$ cat src/rtl/cpu_types_pkg.sv
// Shared CPU-wide types: machine word and the RAM model handshake state.
package cpu_types_pkg;

    typedef logic [31:0] word_t;

    typedef enum logic [1:0] {
        FREE   = 2'd0,
        BUSY   = 2'd1,
        ACCESS = 2'd2,
        ERROR  = 2'd3
    } ramstate_t;

endpackage

$ cat src/rtl/dp_types_pkg.sv
// Datapath-side types; arbiter state is exported so checkers can observe it.
package dp_types_pkg;

    typedef enum logic [1:0] {
        IDLE = 2'd0,
        IACC = 2'd1,
        DACC = 2'd2,
        RESP = 2'd3
    } arb_state_t;

endpackage

$ cat src/rtl/memory_arbiter.sv
// Single-port RAM arbiter: data port wins over instruction port, one access at a
// time, one-cycle hit pulse with registered load data, error/timeout reporting.
module memory_arbiter
    import cpu_types_pkg::*;
    import dp_types_pkg::*;
#(
    parameter int    TIMEOUT = 64,
    parameter word_t ERRWORD = 32'hBAD1BAD1
) (
    input  logic       CLK,
    input  logic       nRST,
    input  logic       halt,
    input  logic       iREN,
    input  word_t      iaddr,
    input  logic       dREN,
    input  logic       dWEN,
    input  word_t      daddr,
    input  word_t      dstore,
    output logic       ihit,
    output logic       dhit,
    output word_t      iload,
    output word_t      dload,
    output logic       merr,
    output logic       ramREN,
    output logic       ramWEN,
    output word_t      ramaddr,
    output word_t      ramstore,
    input  word_t      ramload,
    input  ramstate_t  ramstate,
    output arb_state_t arb_state
);

    localparam int CW = $clog2(TIMEOUT + 1);

    arb_state_t    state;
    logic [CW-1:0] count;
    word_t         lat_addr;
    word_t         lat_store;
    logic          lat_write;
    logic          lat_dport;

    logic          acc_done;
    logic          resp_err;
    word_t         resp_word;

    // Anything other than ACCESS that ends an access (ERROR or timeout) is an error.
    always_comb begin
        acc_done  = 1'b0;
        resp_err  = 1'b0;
        resp_word = '0;
        acc_done  = (ramstate == ACCESS) || (ramstate == ERROR) || (count == CW'(TIMEOUT - 1));
        resp_err  = (ramstate != ACCESS);
        if (resp_err)
            resp_word = ERRWORD;
        else if (!lat_write)
            resp_word = ramload;
    end

    always_ff @(posedge CLK or negedge nRST) begin
        if (!nRST) begin
            state     <= IDLE;
            count     <= '0;
            lat_addr  <= '0;
            lat_store <= '0;
            lat_write <= 1'b0;
            lat_dport <= 1'b0;
            ihit      <= 1'b0;
            dhit      <= 1'b0;
            merr      <= 1'b0;
            iload     <= '0;
            dload     <= '0;
        end else begin
            case (state)
                IDLE: begin
                    count <= '0;
                    ihit  <= 1'b0;
                    dhit  <= 1'b0;
                    merr  <= 1'b0;
                    iload <= '0;
                    dload <= '0;
                    // A combined dREN/dWEN is a write; halt only gates fetches.
                    if (dWEN || dREN) begin
                        state     <= DACC;
                        lat_addr  <= daddr;
                        lat_store <= dstore;
                        lat_write <= dWEN;
                        lat_dport <= 1'b1;
                    end else if (iREN && !halt) begin
                        state     <= IACC;
                        lat_addr  <= iaddr;
                        lat_store <= '0;
                        lat_write <= 1'b0;
                        lat_dport <= 1'b0;
                    end
                end
                IACC, DACC: begin
                    if (count != CW'(TIMEOUT))
                        count <= count + 1'b1;
                    if (acc_done) begin
                        state <= RESP;
                        ihit  <= !lat_dport;
                        dhit  <= lat_dport;
                        merr  <= resp_err;
                        iload <= lat_dport ? '0 : resp_word;
                        dload <= lat_dport ? resp_word : '0;
                    end
                end
                RESP: begin
                    state <= IDLE;
                    count <= '0;
                    ihit  <= 1'b0;
                    dhit  <= 1'b0;
                    merr  <= 1'b0;
                    iload <= '0;
                    dload <= '0;
                end
                default: state <= IDLE;
            endcase
        end
    end

    // RAM side is decoded from state and latched request only, never live inputs.
    assign ramREN    = (state == IACC) || ((state == DACC) && !lat_write);
    assign ramWEN    = (state == DACC) && lat_write;
    assign ramaddr   = lat_addr;
    assign ramstore  = lat_store;
    assign arb_state = state;

endmodule

$ cat config.mk
export PLATFORM = sky130hd
export DESIGN_NAME = memory_arbiter
export DESIGN_NICKNAME = d
export VERILOG_FILES = /design/src/rtl/cpu_types_pkg.sv /design/src/rtl/dp_types_pkg.sv /design/src/rtl/memory_arbiter.sv
export SDC_FILE = /design/constraint.sdc
export NUM_CORES = 1
export LEC_CHECK = 0
export BUFFER_PORTS_ARGS = -buffer_cell sky130_fd_sc_hd__clkbuf_2
export CAP_MARGIN = 20
export CORE_ASPECT_RATIO = 0.6
export CORE_MARGIN = 2
export CORE_UTILIZATION = 47
export CTS_CLUSTER_SIZE = 16
export DETAILED_ROUTE_END_ITERATION = 8
export MAX_ROUTING_LAYER = met4
export PLACE_DENSITY = 0.8
export SETUP_SLACK_MARGIN = 0.02
export SLEW_MARGIN = 0
export SYNTH_ARGS = -nofsm -noshare
export SYNTH_HDL_FRONTEND = slang
export SYNTH_SLANG_ARGS = --single-unit
export TNS_END_PERCENT = 30
$ cat constraint.sdc
create_clock -name CLK -period 2.07 [get_ports CLK]
set_input_delay 0.5175 -clock CLK [delete_from_list [all_inputs] [get_ports CLK]]
set_output_delay 0.5175 -clock CLK [all_outputs]
set_load 0.005 [all_outputs]
* Word level (Yosys, flattened, before mapping)
Index checks and enable logic that the tools add are counted.
Storage, ports and cells: register bits 142, input bits 136, output and inout bits 135, word-level logic and storage cells 66
Cells by class: add/sub/neg operators 1, equality and inequality tests 11, muxes and demuxes 27, reduce and logical (&&, ||, !) cells 16
Operators with widths (number):
- 32-bit two-way mux | 10
- 32-bit case mux with 2 select lines | 2
- 7-bit case mux with 2 select lines | 1
- 2-bit equality test, second input constant | 4
- 7-bit by 1-bit adder with 7-bit output, second input constant | 1
- 7-bit by 6-bit equality test with 1-bit output, second input constant | 1
- 7-bit two-way mux | 1
- 7-bit inequality test, second input constant | 1
- 1-bit two-way mux | 6
- 2-bit two-way mux | 3
- 2-bit inequality test, second input constant | 3
- 1-bit case mux with 2 select lines | 3
- 2-bit case mux with 3 select lines | 1
- 1-bit logical OR | 4
- 2-bit AND reduction | 2
- 2-bit OR reduction | 2
- 1-bit logical AND | 3
- 1-bit logical NOT | 3
- 3-bit inequality test, second input constant | 1
- 2-bit by 1-bit equality test with 1-bit output, second input constant | 1
- 2-bit logical NOT | 1
- 2-bit nonzero test | 1

* Depth between registers and ports, before layout
Gate-level depths: netlist of the first run.
depth in word-level cells 5, depth in mapped cells 8, mapped depth without buffers 6

* Worst setup path after synthesis of the first run
No wires, ideal clock.
path kind reg-to-reg, start register count[1], end register dload[19], setup time 0.121 ns, arrival 1.611 ns, required time 1.949 ns, setup slack 0.338 ns, cell stages (with the launch flop) 9, path buffers 3, clock period less this slack 1.732 ns, path through dfrtp_1 > ha_1 > nand3_2 > o21ba_1 > buf_6 > and2_4 > buf_6 > buf_6 > a22o_1
On the way: word-level cells in the longest chain between the ends 3
RTL lines:
- start: declaration | line memory_arbiter.sv:36 | logic [CW-1:0] count;
- start signal: assignment | line memory_arbiter.sv:98 | count <= count + 1'b1;
- 7-bit by 6-bit equality test with 1-bit output | line memory_arbiter.sv:51 | acc_done = (ramstate == ACCESS) || (ramstate == ERROR) || (count == CW'(TIMEOUT - 1));
- 1-bit logical OR | line memory_arbiter.sv:51
- 2-bit inequality test (no source line)
- end signal: assignment | line memory_arbiter.sv:105 | dload <= lat_dport ? resp_word : '0;
- end: declaration | line memory_arbiter.sv:22 | output word_t dload,
Every way passes these cells. A chain may end at the register's enable or synchronous reset.

* Worst setup path after layout of the first run
start register state[1], in the netlist arb_state[1], end output port ramREN
On the way: word-level cells in the longest chain between the ends 3, elaborated cells on any way between the ends 4, those cells by class 2 x eq/ne; 2 x reduce/logical
RTL lines:
- start: declaration | line memory_arbiter.sv:35 | arb_state_t state;
- start signal: assignment | line memory_arbiter.sv:61 | state <= IDLE;
- start signal: assignment | line memory_arbiter.sv:83 | state <= DACC;
- start signal: assignment | line memory_arbiter.sv:89 | state <= IACC;
- 2-bit equality test | line memory_arbiter.sv:123 | assign ramREN = (state == IACC) || ((state == DACC) && !lat_write);
- 1-bit logical AND | line memory_arbiter.sv:123
- 1-bit logical OR (*) | line memory_arbiter.sv:123
- end: declaration | line memory_arbiter.sv:24 | output logic ramREN,
Mark *: on every way between the ends. The rest lies on a longest branch, timed or not.

==> results.json, run 1 <==
{
  "outcome": "completed",
  "numCtsBuffers": 17,
  "htree_levels": 4,
  "r2r-start": "count[1]$_DFFE_PN0P_",
  "p_sw_uw": 4239,
  "core_sq_um": 12730,
  "nFillCells": 991,
  "vdd_drop_max_v": 0.0005895,
  "stdcell_count": 982,
  "drtIter0Drc": 244,
  "setup_tns_ns": 0,
  "grt_overflow": 0,
  "vias_per_cell": 5.223,
  "setup_violations": 0,
  "clkPwrFrac_pct": 26.9,
  "ys.flop_type": "dfrtp_1",
  "dp_hpwl_microns": 12050,
  "rsz0062_at_grt": "false",
  "timing.rr.end": "dload[6]$_DFFE_PN0P_",
  "ys_ff_latch": 142,
  "yosysSeqAreaShare_pct": 58.38,
  "critPathCapture": "ramREN",
  "ant_nets": 0,
  "cts_tree": "built",
  "synth.area.top_cells": "dfrtp_1 58%, a22o_1 8.5%, mux2i_1 5.4%",
  "antenna_found_initial": 0,
  "ff2ff_setup_slack_ns": 0.16,
  "area_growth_pct": 36.09,
  "clockBufferDepth": 2,
  "grt.total_usage_pct": 24.68,
  "maxSlewHeadroom_pct": 60.40,
  "vias": 5129,
  "holdWs_ns": 0.06240,
  "p_seq_share_pct": 37.6,
  "wl_microns": 16650,
  "netlist_area_sq_um": 6087,
  "setup_ws_ns": 0.1561,
  "cts-root-buf": "clkbuf_16",
  "synth-edff-count": 0,
  "min_path_type": "in2async",
  "clock_skew_ns": 0.01115,
  "io_pins": 271,
  "start_kind": "flip-flop",
  "drc_errors": 0,
  "critical_path_class": "reg2out",
  "pre_cts_slack_ns": 0.1913,
  "yosysWarnings": 0,
  "yosys-top-cells-count": "142 x dfrtp_1, 74 x nand2_1, 59 x a22o_1",
  "gp_routability_congestion": 0.9589,
  "fmax_ghz": 0.5225,
  "wl_per_cell_microns": 16.96,
  "ff2ff_path_depth": 6,
  "arrival_ns": 1.40,
  "synth_most_common_cell": "dfrtp_1",
  "post-cts-setup-buffers": 0,
  "p_int_uw": 7916,
  "cts_sinks": 142,
  "fin_crit_ns": 1.914,
  "placed_cell_area_sq_um": 7649,
  "p_per_area_nw_per_um2": 1467,
  "insertion_delay_ns": 0.41,
  "dp.cells": 950,
  "num_rows": 32,
  "fp.dieW_microns": 150.9,
  "avgSynthCellArea_sq_um": 11.40,
  "hold_viol_final": 0,
  "synth_top_area_share_pct": 58.38,
  "yosysUniqueCellTypes": 39,
  "critPathMaxFanout": 5,
  "dr.pass1.iters": 5,
  "initial_utilization_pct": 47.81,
  "worstPathRequired_ns": 1.55,
  "clk_pin_slew_ns": 0.06,
  "grt_pass1_wl_microns": 26170,
  "fp.dieH_microns": 92.15,
  "mappedNetlistNets": 675,
  "min_period_over_period_pct": 92.46,
  "die_area_sq_um": 13910,
  "sw_frac_of_total_pct": 34.88,
  "ctsHoldBuffers": 0,
  "drv_cap": 0,
  "cts-resized-gates": 0,
  "diodes": 0,
  "stdcell_area_sq_um": 8284,
  "power_leakage_uw": 0.004341,
  "final_max_slew_viol_count": 0,
  "async_reset_ff_share_pct": 100.0,
  "syn_inst": 534,
  "grt_pass1_vias": 5064,
  "final_layout_size_suffix_gt1_share_pct": 40.27,
  "tightest_slew_ns": 0.5933,
  "crit_start": "arb_state[1]$_DFFE_PN0P_",
  "grt_max_degree": 76,
  "final_nets": 940,
  "pwr-share-comb_pct": 35.5,
  "port_buffers": 270,
  "yosysTopAreaCell": "dfrtp_1",
  "critPathCaptureType": "primary output"
}
==> cell families after synthesis <==
group | synth area share (%)
compound gates | 19.51
xor+xnor | 0.7194
fa+ha+maj | 1.028
buf+inv | 4.029
flops | 58.38
mux | 5.427
simple gates | 10.91
==> final cells by class <==
| cell class | instances | area (sq um) | area share, % |
|---|---|---|---|
| Inverter | 6 | 22.52 | 0.2719 |
| Timing Repair Buffer | 288 | 1555 | 18.77 |
| Clock inverter | 14 | 196.4 | 2.371 |
| Multi-Input combinational cell | 344 | 2305 | 27.82 |
| Tap cell | 170 | 212.7 | 2.568 |
| Clock buffer | 18 | 439.2 | 5.301 |
| Sequential cell | 142 | 3553 | 42.89 |
==> stage by stage <==
step           total power (uW)  util [%]
3_5_place_dp               8921     60.07
4_1_cts                   12240     65.06
5_1_grt                   12910     65.06
3_3_place_gp               8710     60.07
6_report                  12150     65.06
2_1_floorplan              6895         -
==> state kept, by name, indices dropped and copies added, names as in the netlist <==
name and count:
dload 32, iload 32, ramaddr 32, ramstore 32, count 7, arb_state 2
dhit 1, ihit 1, lat_dport 1, lat_write 1, merr 1
==> worst min-delay path by stage <==
stage	slack [ns]	from	depth (start not counted)	to
6_report	0.06	nRST	1	ramaddr[25]$_DFFE_PN0P_
4_1_cts	0.07	nRST	1	ramaddr[25]$_DFFE_PN0P_
3_3_place_gp	0.46	ramaddr[3]$_DFFE_PN0P_	2	ramaddr[3]$_DFFE_PN0P_
3_5_place_dp	0.47	ramaddr[3]$_DFFE_PN0P_	2	ramaddr[3]$_DFFE_PN0P_
2_1_floorplan	0.22	nRST	0	arb_state[0]$_DFFE_PN0P_
5_1_grt	0.09	nRST	1	ramaddr[25]$_DFFE_PN0P_
==> worst max-delay path: stages, from the launching register on <==
cell and delay [ns]:
dfrtp_1 0.43, inv_1 0.10, ha_1 0.19, a21o_1 0.16, clkbuf_2 0.11
==> power by group through the flow <==
stage	Clock [uW]	Combinational (uW)	Sequential (uW)
after global routing	3450	4780	4690
after global placement	0	4180	4530
final	3270	4320	4560
after floorplan	0	2320	4570
after CTS	3320	4350	4560
after detailed placement	0	4330	4590
==> layer usage <==
layer | GRT usage [%] | wire length [microns] | share of wire (%)
met1 | 33.27 | 7448 | 45
met2 | 38.79 | 8029 | 48
met3 | 4.677 | 994 | 6.0
met4 | 6.542 | 179 | 1.1
met5 | - | 0 | 0
==> cells in the final DEF, fill, tap and decap left out, drive strengths merged, types with 2 or more instances in the layout <==
cell type	instances
o21ai	35
a21o	4
a32oi	2
nor2b	6
dfrtp	142
and2	5
nor2	6
a21oi	17
nand3b	2
bufinv	3
nand2b	2
a22o	59
xnor2	5
or3	32
nand2	74
mux2i	33
and3	2
inv	14
o211a	2
nand3	6
a21boi	39
clkbuf	287
ha	5
buf	19
clkinvlp	2
No activity file was read; power rests on OpenSTA's default activity.
==> inputs of run 2 (changes only) <==
- CORE_MARGIN: 2 -> default
==> results.json, run 2 (synthesized netlist as in run 1, its figures left out) <==
{
  "ff2ff_path_depth": 6,
  "setup_tns_ns": 0,
  "cts_tree": "built",
  "port_buffers": 270,
  "grt_overflow": 0,
  "critPathMaxFanout": 4,
  "outcome": "completed",
  "fmax_ghz": 0.5176,
  "antenna_found_initial": 0,
  "dp.cells": 944,
  "final_max_slew_viol_count": 0,
  "p_per_area_nw_per_um2": 1442,
  "stdcell_count": 976,
  "ff2ff_setup_slack_ns": 0.22,
  "arrival_ns": 1.41,
  "core_sq_um": 12330,
  "gp_routability_congestion": 0.8834,
  "vias_per_cell": 5.302,
  "final_layout_size_suffix_gt1_share_pct": 40.20,
  "drtIter0Drc": 252,
  "grt_pass1_wl_microns": 27040,
  "drv_cap": 0,
  "initial_utilization_pct": 49.35,
  "drc_errors": 0,
  "min_period_over_period_pct": 93.33,
  "final_nets": 939,
  "grt.total_usage_pct": 26.35,
  "ctsHoldBuffers": 0,
  "vias": 5175,
  "dp_hpwl_microns": 12130,
  "insertion_delay_ns": 0.40,
  "fp.dieH_microns": 90.15,
  "vdd_drop_max_v": 0.0008260,
  "grt_pass1_vias": 5315,
  "final_common_cell": "clkbuf_2",
  "tightest_slew_ns": 0.5974,
  "clk_pin_slew_ns": 0.06,
  "crit_start": "arb_state[0]$_DFFE_PN0P_",
  "fin_crit_ns": 1.932,
  "numCtsBuffers": 17,
  "area_growth_pct": 35.01,
  "cts_sinks": 142,
  "hold_viol_final": 0,
  "cts-root-buf": "clkbuf_16",
  "setup_violations": 0,
  "cts-resized-gates": 0,
  "fp.dieW_microns": 148.9,
  "maxSlewHeadroom_pct": 60.09,
  "wl_microns": 16550,
  "rsz0062_at_grt": "false",
  "critical_path_class": "reg2out",
  "die_area_sq_um": 13430,
  "min_path_type": "in2async",
  "htree_levels": 4,
  "grt_max_degree": 75,
  "start_kind": "flip-flop",
  "clock_skew_ns": 0.01167,
  "timing.rr.end": "iload[19]$_DFFE_PN0P_",
  "power_leakage_uw": 0.004312,
  "dr.pass1.iters": 5,
  "wl_per_cell_microns": 16.96,
  "ant_nets": 0,
  "nFillCells": 980,
  "worstPathRequired_ns": 1.55,
  "post-cts-setup-buffers": 0,
  "r2r-start": "count[1]$_DFFE_PN0P_",
  "diodes": 0,
  "io_pins": 271,
  "critPathCaptureType": "primary output",
  "clockBufferDepth": 2,
  "final_cell_mix": "269 x clkbuf_2, 142 x dfrtp_1, 74 x nand2_1",
  "num_rows": 31
}
run 2: cell count changes in the layout (fill, tap and decap cells not counted):
cell / previous run / this run
bufinv_16: 3 / 0
inv_6: 4 / 5
clkinv_8: 0 / 2
clkinvlp_4: 2 / 1
buf_4: 13 / 12
clkinv_4: 0 / 3
inv_8: 5 / 3
run 2: report_power, final:
part	internal [uW]	leakage (uW)	switching (uW)	total (uW)
sequential	3880	0.00185	698	4570
clock	1640	0.000284	1300	2930
combinational	2070	0.00218	2270	4350
run 2: area by class of cell:
cell class | instances | area (sq um) | share of cell area, %
flip-flops and latches | 142 | 3553 | 43.24
multi-input cells | 344 | 2305 | 28.05
repair buffers | 287 | 1548 | 18.83
clock buffers | 18 | 439.2 | 5.344
well taps | 165 | 206.4 | 2.512
clock inverters | 14 | 143.9 | 1.751
inverters | 6 | 22.52 | 0.2741
run 2: how the worst max path moves through the flow:
stage                                        to  depth (start not counted)
final                                    ramREN                          4
after global routing                     ramREN                          4
after CTS                                ramREN                          4
after detailed placement  iload[19]$_DFFE_PN0P_                          6
after global placement    dload[24]$_DFFE_PN0P_                          5
after floorplan           dload[19]$_DFFE_PN0P_                          8
run 2: layer usage:
layer,GRT usage [%],part of all wire (%),vias up
met2,42.40,50,204
met1,34.55,44,2540
li1,-,-,2421
met5,-,0,-
met3,4.721,5.5,10
met4,6.633,0.63,0
run 2: stage by stage:
stage | instance area (sq um) | total power (uW) | setup slack (ns) | hold WS [ns] | utilization (%)
3_5_place_dp | 7635 | 8976 | 0.2280 | 0.4723 | 61.90
4_1_cts | 8218 | 11970 | 0.1239 | 0.04542 | 66.63
6_report | 8218 | 11850 | 0.1380 | 0.03290 | 66.63
5_1_grt | 8218 | 12650 | 0.07484 | 0.05080 | 66.63
2_1_floorplan | 6087 | 6895 | 0.3377 | 0.2219 | -
3_3_place_gp | 7635 | 8760 | 0.2833 | 0.4656 | 61.90
run 2: worst max-delay path, cell delays in order (launching register included):
cell      delay (ns)
dfrtp_1         0.42
inv_1           0.09
ha_1            0.22
a21o_1          0.18
clkbuf_2        0.11
